===== config.mk =====
export PLATFORM = sky130hd
export DESIGN_NAME = port_rmw_ctrl
export DESIGN_NICKNAME = d
export VERILOG_FILES = /design/src/rtl/port_pkg.sv /design/src/rtl/port_rmw_alu.sv /design/src/rtl/port_rmw_ctrl.sv
export SDC_FILE = /design/constraint.sdc
export NUM_CORES = 1
export LEC_CHECK = 0
export CORE_UTILIZATION = 30
export CTS_CLUSTER_SIZE = 28
export DETAILED_ROUTE_END_ITERATION = 16
export PLACE_DENSITY = 0.57
export RECOVER_POWER = 100
export SLEW_MARGIN = 25
export SYNTH_ARGS = -nofsm -noshare
export SYNTH_HDL_FRONTEND = slang
export SYNTH_HIERARCHICAL = 1
export SYNTH_SLANG_ARGS = --single-unit

===== constraint.sdc =====
create_clock -name clock -period 3.9 [get_ports clock]
set_clock_uncertainty 0.05 [all_clocks]
set_input_delay 0.78 -clock clock [delete_from_list [all_inputs] [get_ports clock]]
set_output_delay 0.78 -clock clock [all_outputs]
set_load 0.05 [all_outputs]

===== src/rtl/port_pkg.sv =====
// Shared opcode/state encodings and default port addresses for the port
// read-modify-write controller.
package port_pkg;

    typedef enum logic [2:0] {
        OP_MOV  = 3'b000,
        OP_ANL  = 3'b001,
        OP_ORL  = 3'b010,
        OP_XRL  = 3'b011,
        OP_SETB = 3'b100,
        OP_CLR  = 3'b101,
        OP_CPL  = 3'b110,
        OP_RSVD = 3'b111
    } op_t;

    typedef enum logic [2:0] {
        ST_IDLE,
        ST_READ,
        ST_CALC,
        ST_WRITE,
        ST_ERR
    } state_t;

    localparam logic [7:0] P0_DEFAULT = 8'h80;
    localparam logic [7:0] P1_DEFAULT = 8'h90;
    localparam logic [7:0] P2_DEFAULT = 8'hA0;
    localparam logic [7:0] P3_DEFAULT = 8'hB0;

    function automatic logic is_port(
        input logic [7:0] a,
        input logic [7:0] p0,
        input logic [7:0] p1,
        input logic [7:0] p2,
        input logic [7:0] p3
    );
        return (a == p0) || (a == p1) || (a == p2) || (a == p3);
    endfunction

endpackage


===== src/rtl/port_rmw_alu.sv =====
// Combinational modify step of a port read-modify-write: byte logic ops and
// single-bit complement (returned in bit 0).
module port_rmw_alu
    import port_pkg::*;
(
    input  logic [2:0] op,
    input  logic [7:0] rd_data,
    input  logic [7:0] operand,
    input  logic [2:0] bit_idx,
    output logic [7:0] result
);

    always_comb begin
        result = '0;
        case (op_t'(op))
            OP_ANL:  result = rd_data & operand;
            OP_ORL:  result = rd_data | operand;
            OP_XRL:  result = rd_data ^ operand;
            OP_CPL:  result = {7'b0, ~rd_data[bit_idx]};
            default: result = '0;
        endcase
    end

endmodule


===== src/rtl/port_rmw_ctrl.sv =====
// Port SFR read-modify-write sequencer: accepts one byte/bit operation per
// request, reads the port latch when needed and issues a single bus write.
module port_rmw_ctrl
    import port_pkg::*;
#(
    parameter logic [7:0] P0_ADDR = P0_DEFAULT,
    parameter logic [7:0] P1_ADDR = P1_DEFAULT,
    parameter logic [7:0] P2_ADDR = P2_DEFAULT,
    parameter logic [7:0] P3_ADDR = P3_DEFAULT
) (
    input  logic       clock,
    input  logic       reset,
    input  logic       req,
    input  logic [2:0] op,
    input  logic [7:0] addr,
    input  logic [7:0] operand,
    output logic       ack,
    output logic       done,
    output logic       err,
    output logic       ready,
    output logic [7:0] rd_addr,
    input  logic [7:0] rd_data,
    output logic [7:0] port_addr,
    output logic [7:0] port_data_in,
    output logic       port_write_en,
    output logic       port_write_bit_en,
    output logic       port_bit_in
);

    state_t     state, state_nx;
    op_t        op_q;
    logic [7:0] addr_q, operand_q, result_q, alu_result;
    logic [7:0] base_in, base_q;
    logic       req_valid, req_rmw;

    assign base_in   = op[2] ? (addr & 8'hF8) : addr;
    assign base_q    = op_q[2] ? (addr_q & 8'hF8) : addr_q;
    assign req_valid = (op_t'(op) != OP_RSVD) &&
                       is_port(base_in, P0_ADDR, P1_ADDR, P2_ADDR, P3_ADDR);
    assign req_rmw   = (op_t'(op) == OP_ANL) || (op_t'(op) == OP_ORL) ||
                       (op_t'(op) == OP_XRL) || (op_t'(op) == OP_CPL);

    port_rmw_alu u_alu (
        .op      (op_q),
        .rd_data (rd_data),
        .operand (operand_q),
        .bit_idx (addr_q[2:0]),
        .result  (alu_result)
    );

    always_ff @(posedge clock or posedge reset) begin
        if (reset) begin
            state     <= ST_IDLE;
            op_q      <= OP_MOV;
            addr_q    <= '0;
            operand_q <= '0;
            result_q  <= '0;
        end else begin
            state <= state_nx;
            if (state == ST_IDLE && req) begin
                op_q      <= op_t'(op);
                addr_q    <= addr;
                operand_q <= operand;
            end
            if (state == ST_CALC) begin
                result_q <= alu_result;
            end
        end
    end

    always_comb begin
        state_nx          = state;
        ack               = 1'b0;
        done              = 1'b0;
        err               = 1'b0;
        ready             = 1'b0;
        rd_addr           = '0;
        port_addr         = '0;
        port_data_in      = '0;
        port_write_en     = 1'b0;
        port_write_bit_en = 1'b0;
        port_bit_in       = 1'b0;
        case (state)
            ST_IDLE: begin
                ready = 1'b1;
                if (req) begin
                    ack = 1'b1;
                    if (!req_valid)   state_nx = ST_ERR;
                    else if (req_rmw) state_nx = ST_READ;
                    else              state_nx = ST_WRITE;
                end
            end
            ST_READ: begin
                rd_addr  = base_q;
                state_nx = ST_CALC;
            end
            ST_CALC: begin
                rd_addr  = base_q;
                state_nx = ST_WRITE;
            end
            ST_WRITE: begin
                port_write_en = 1'b1;
                done          = 1'b1;
                port_addr     = addr_q;
                // MOV never passes through CALC, so its data comes straight from the operand
                if (op_q[2]) begin
                    port_write_bit_en = 1'b1;
                    port_bit_in       = (op_q == OP_SETB) ? 1'b1 :
                                        (op_q == OP_CPL)  ? result_q[0] : 1'b0;
                end else begin
                    port_data_in = (op_q == OP_MOV) ? operand_q : result_q;
                end
                state_nx = ST_IDLE;
            end
            ST_ERR: begin
                err      = 1'b1;
                state_nx = ST_IDLE;
            end
            default: state_nx = ST_IDLE;
        endcase
    end

endmodule


# Word level (Yosys, flattened, before mapping)
# Cells that the tools add are included.
# W data, S select, Z words.
dict set report word_totals {
  ff_bits 30
  in_bits 30
  word_cells 65
}
dict set report classes {
  order_cmp 1
  n_eq_ne 19
  muxes 25
  n_bitwise 4
  n_reduce_logical 11
}
# cell count
set ops {}
lappend ops {{$mux W8} 5}
lappend ops {{$eq A8 B8 Y1 const B} 4}
lappend ops {{$pmux W8 S4} 1}
lappend ops {{$eq A3 B2 Y1 const B} 6}
lappend ops {{$eq A3 B3 Y1 const B} 4}
lappend ops {{$mux W1} 12}
lappend ops {{$mux W3} 4}
lappend ops {{$eq A3 B1 Y1 const B} 3}
lappend ops {{$pmux W3 S3} 1}
lappend ops {{$and A8 B8 Y8} 1}
lappend ops {{$or A8 B8 Y8} 1}
lappend ops {{$xor A8 B8 Y8} 1}
lappend ops {{$logic_not A3 Y1} 2}
lappend ops {{$logic_or A1 B1 Y1} 6}
lappend ops {{$lt A3 B4 Y1 const B} 1}
lappend ops {{$bmux W1 S3} 1}
lappend ops {{$ne A3 B3 Y1 const B} 1}
lappend ops {{$logic_and A1 B1 Y1} 2}
lappend ops {{$mux W2} 1}
lappend ops {{$ne A2 B2 Y1 const B} 1}
lappend ops {{$reduce_or A2 Y1} 1}
lappend ops {{$not A1 Y1} 1}

# Longest topological paths before layout
dict set report depth {
  ltp_word 9
  depth_mapped 6
}

# Cells and area by module
# The synthesis kept the hierarchy.
# mod n_inst cells_per_inst area_per_inst_um2
set modules_own_cells {}
lappend modules_own_cells {port_rmw_ctrl 1 122 1600.3}
lappend modules_own_cells {port_rmw_alu 1 74 563.0}

# Least setup slack after synthesis
# OpenSTA, ideal clock, no wires.
dict set report synth_path {
  path_kind {register to output}
  from {reg state[2]}
  to {out port_bit_in}
  arrival_ps 2117
  setup_slack_ps 953
  path_stages_with_launch 5
  cell_sequence {dfrtp_1 -> and3b_2 -> buf_4 -> and2_1 -> nor3b_2}
}
dict set report synth_between {
  elab_chain_len 2
}
# item line
set synth_lines {}
lappend synth_lines {{start, declared} port_rmw_ctrl.sv:30} ;# state_t state, state_nx;
lappend synth_lines {{start signal, assigned} port_rmw_ctrl.sv:59} ;# state <= state_nx;
lappend synth_lines {{$eq A3 B2 Y1} port_rmw_ctrl.sv:83} ;# case (state)
lappend synth_lines {{$mux W1} port_rmw_ctrl.sv:83}
lappend synth_lines {{end, declared} port_rmw_ctrl.sv:27} ;# output logic port_bit_in
# Every way passes these cells.

# Final worst setup path
dict set report layout_path {
  from {reg state[2]}
  to {out port_data_in[6]}
}
dict set report layout_between {
  elab_chain_len 2
}
# item line
set layout_lines {}
lappend layout_lines {{$eq A3 B2 Y1} port_rmw_ctrl.sv:83}
lappend layout_lines {{$mux W8} port_rmw_ctrl.sv:83}
lappend layout_lines {{end, declared} port_rmw_ctrl.sv:24} ;# output logic [7:0] port_data_in,
# Every way passes these cells.

==> qor.yml <==
overflow: 0
synth_top_family_by_area: "multiplexers"
setup_viol: 0
num_vias: 1598
grt_use_total_pct: 14.7
synth_fa_ha_area_share_pct: 9.25
slew_headroom_pct: -12.0
hold_buffers: 0
worstSetupPathType: "flop to output pin"
powerDensity_nw_per_um2: 662
core_um2: 6870
clock_sinks: 30
cts_resized: 0
die_x_um: 86.9
fmax_mhz: 304
hold_class: "flop to flop"
violations: "capacitance limit, slew limit"
synth_top_area_cell: "dfrtp_1"
power_leakage_nw: 1.31
drive_above_1_share_pct: 13.9
drt-total-wl_um: 5190
routedWlPerCell_um: 14.6
clkLatencyLatePin_ns: 0.28
postRouteAntennaNets: 0
io_pins: 61
grt_pass1_vias: 1666
avgSynthCellArea_um2: 11.0
area_growth_pct: 31.5
grt_max_degree: 31
hold_ws_ns: 0.458
root_buffer: "clkbuf_8"
synth_cell_type_count: 36
tightest_slew_ns: 1.68
first_pass_iters: 4
synthSimpleGateAreaFrac_pct: 16.9
ys_seq_area_share_pct: 34.7
yosys_warnings: 6
grt_pass1_wl_um: 8280
cts_buffers: 5
drc: 0
post_cts_buffers: 0
ys_ff_latch: 30
htree_levels: 2
peakVddDrop_mv: 0.480
fin_util_pct: 41.4
critPathArrivalTime_ns: 2.46
dieArea_um2: 7560
netlist_area_um2: 2160
initial_core_util_pct: 31.5
drv_cap: 1
finalSetupTns_ns: 0
synth_compound_area_share_pct: 3.59
insertedDiodeCount: 0
path_max_fanout: 12
period_share_pct: 84.2
grt_setup_unrepaired: "false"
gp_congestion: 0.707
fin_crit_ns: 3.29
synthCells: 196
antenna_found_initial: 0
vias_per_cell: 4.50
dp_hpwl_um: 3660
final_nets: 305
synth_top_area_share_pct: 34.7
status: "finished with violations"
end_kind: "output pin"
finalPower_mw: 1.88
num_rows: 30
syn_nets: 242
synth_area_leaders: "dfrtp_1 35%, mux2_4 12%, mux2_2 10%, ha_1 9.3%, and2_1 4.6%"
synth_mux_area_share_pct: 28.2
final_common_cell: "dlygate4sd3_1"
mostFrequentLayoutCells: "41 x dlygate4sd3_1, 30 x dfrtp_1, 20 x mux2_2, 19 x clkdlybuf4s50_1, 18 x inv_1"
clk_pin_slew_ns: 0.06
cts_buffer_depth: 2
place.port_buffers: 60
die_y_um: 86.9
cts_tree: "built"
report.final.hold_viol_count: 0
required_ns: 3.07
drt_iter0_drc: 49
synth_xor_area_share_pct: 0.405
finalMaxSlewViolations: 31
cp-start-kind: "flop"
kinds of logic after synthesis:
family | after synthesis
multiplexers | 48
flip-flops | 30
AND/OR/NAND/NOR | 61
buffers and inverters | 27
XOR/XNOR | 1
adder cells (fa/ha/maj) | 16
AO/OA/AOI/OAI | 13
Yosys cell counts (all sizes together):
cell type,number
inv,18
mux4,1
nor3b,6
o22ai,1
nor2b,3
dfrtp,30
o21bai,1
and3b,1
and2,17
a21oi,8
nor2,10
o2111ai,1
nor3,3
nor4,2
nand2,9
a22oi,1
ha,16
mux2i,8
o211ai,1
mux2,39
xor2,1
nand3,1
nand2b,9
clkbuf,2
buf,7
area by class of cell:
class | count | area (um^2)
Clock buffer | 7 | 76.3
Fill cell | 691 | 4020
Multi-Input combinational cell | 139 | 1200
Tap cell | 96 | 120
Timing Repair Buffer | 65 | 631
Sequential cell | 30 | 751
Inverter | 18 | 67.6
path summary, 6_finish.rpt:
kind                                    startpoint                      end  slack (ns)  cells past startpoint
setup / recovery              state[2]$_DFFE_PP0P_          port_data_in[6]        0.61                      4
min in group asynchronous                    reset    addr_q[6]$_DFFE_PP0P_        1.48                      3
max in group asynchronous                    reset      op_q[1]$_DFFE_PP0P_        1.35                      3
hold reg to reg            result_q[6]$_DFFE_PP0P_  result_q[6]$_DFFE_PP0P_        0.46                      1
hold / removal             result_q[6]$_DFFE_PP0P_  result_q[6]$_DFFE_PP0P_        0.46                      1
setup reg to reg              state[0]$_DFFE_PP0P_    addr_q[6]$_DFFE_PP0P_        1.46                      4
worst max-delay path: stages, from the launching register on:
cell and delay, ns:
dfrtp_1 0.44, and3b_2 0.38, nand2b_1 0.30, nor2_1 0.18, dlygate4sd3_1 0.88
per-layer routing:
metal	track usage, %	part of all wire, %	vias up
met2	23.8	46	46
met5	0	0	-
li1	-	-	780
met3	4.83	6.2	5
met4	4.09	0.83	0
met1	18.8	47	767
per-stage QoR:
| stage | area (um^2) | worst slack [ns] | cells |
|---|---|---|---|
| after floorplan | 2160 | 0.953 | 196 |
| after global placement | 2840 | 0.848 | 348 |
| after detailed placement | 2840 | 0.847 | 348 |
| after CTS | 2920 | 0.573 | 355 |
| after global routing | 2850 | 0.440 | 355 |
| final | 2850 | 0.614 | 355 |
power breakdown:
group,switching (mW),total [mW],internal (mW)
clock,0.114,0.237,0.123
combinational,0.574,1.05,0.480
sequential,0.140,0.592,0.452
sequential cells by signal (all words and copies together) (netlist names):
register,cells
addr_q,8
operand_q,8
result_q,8
op_q,3
state,3
Power figures use the tool's default switching activity.
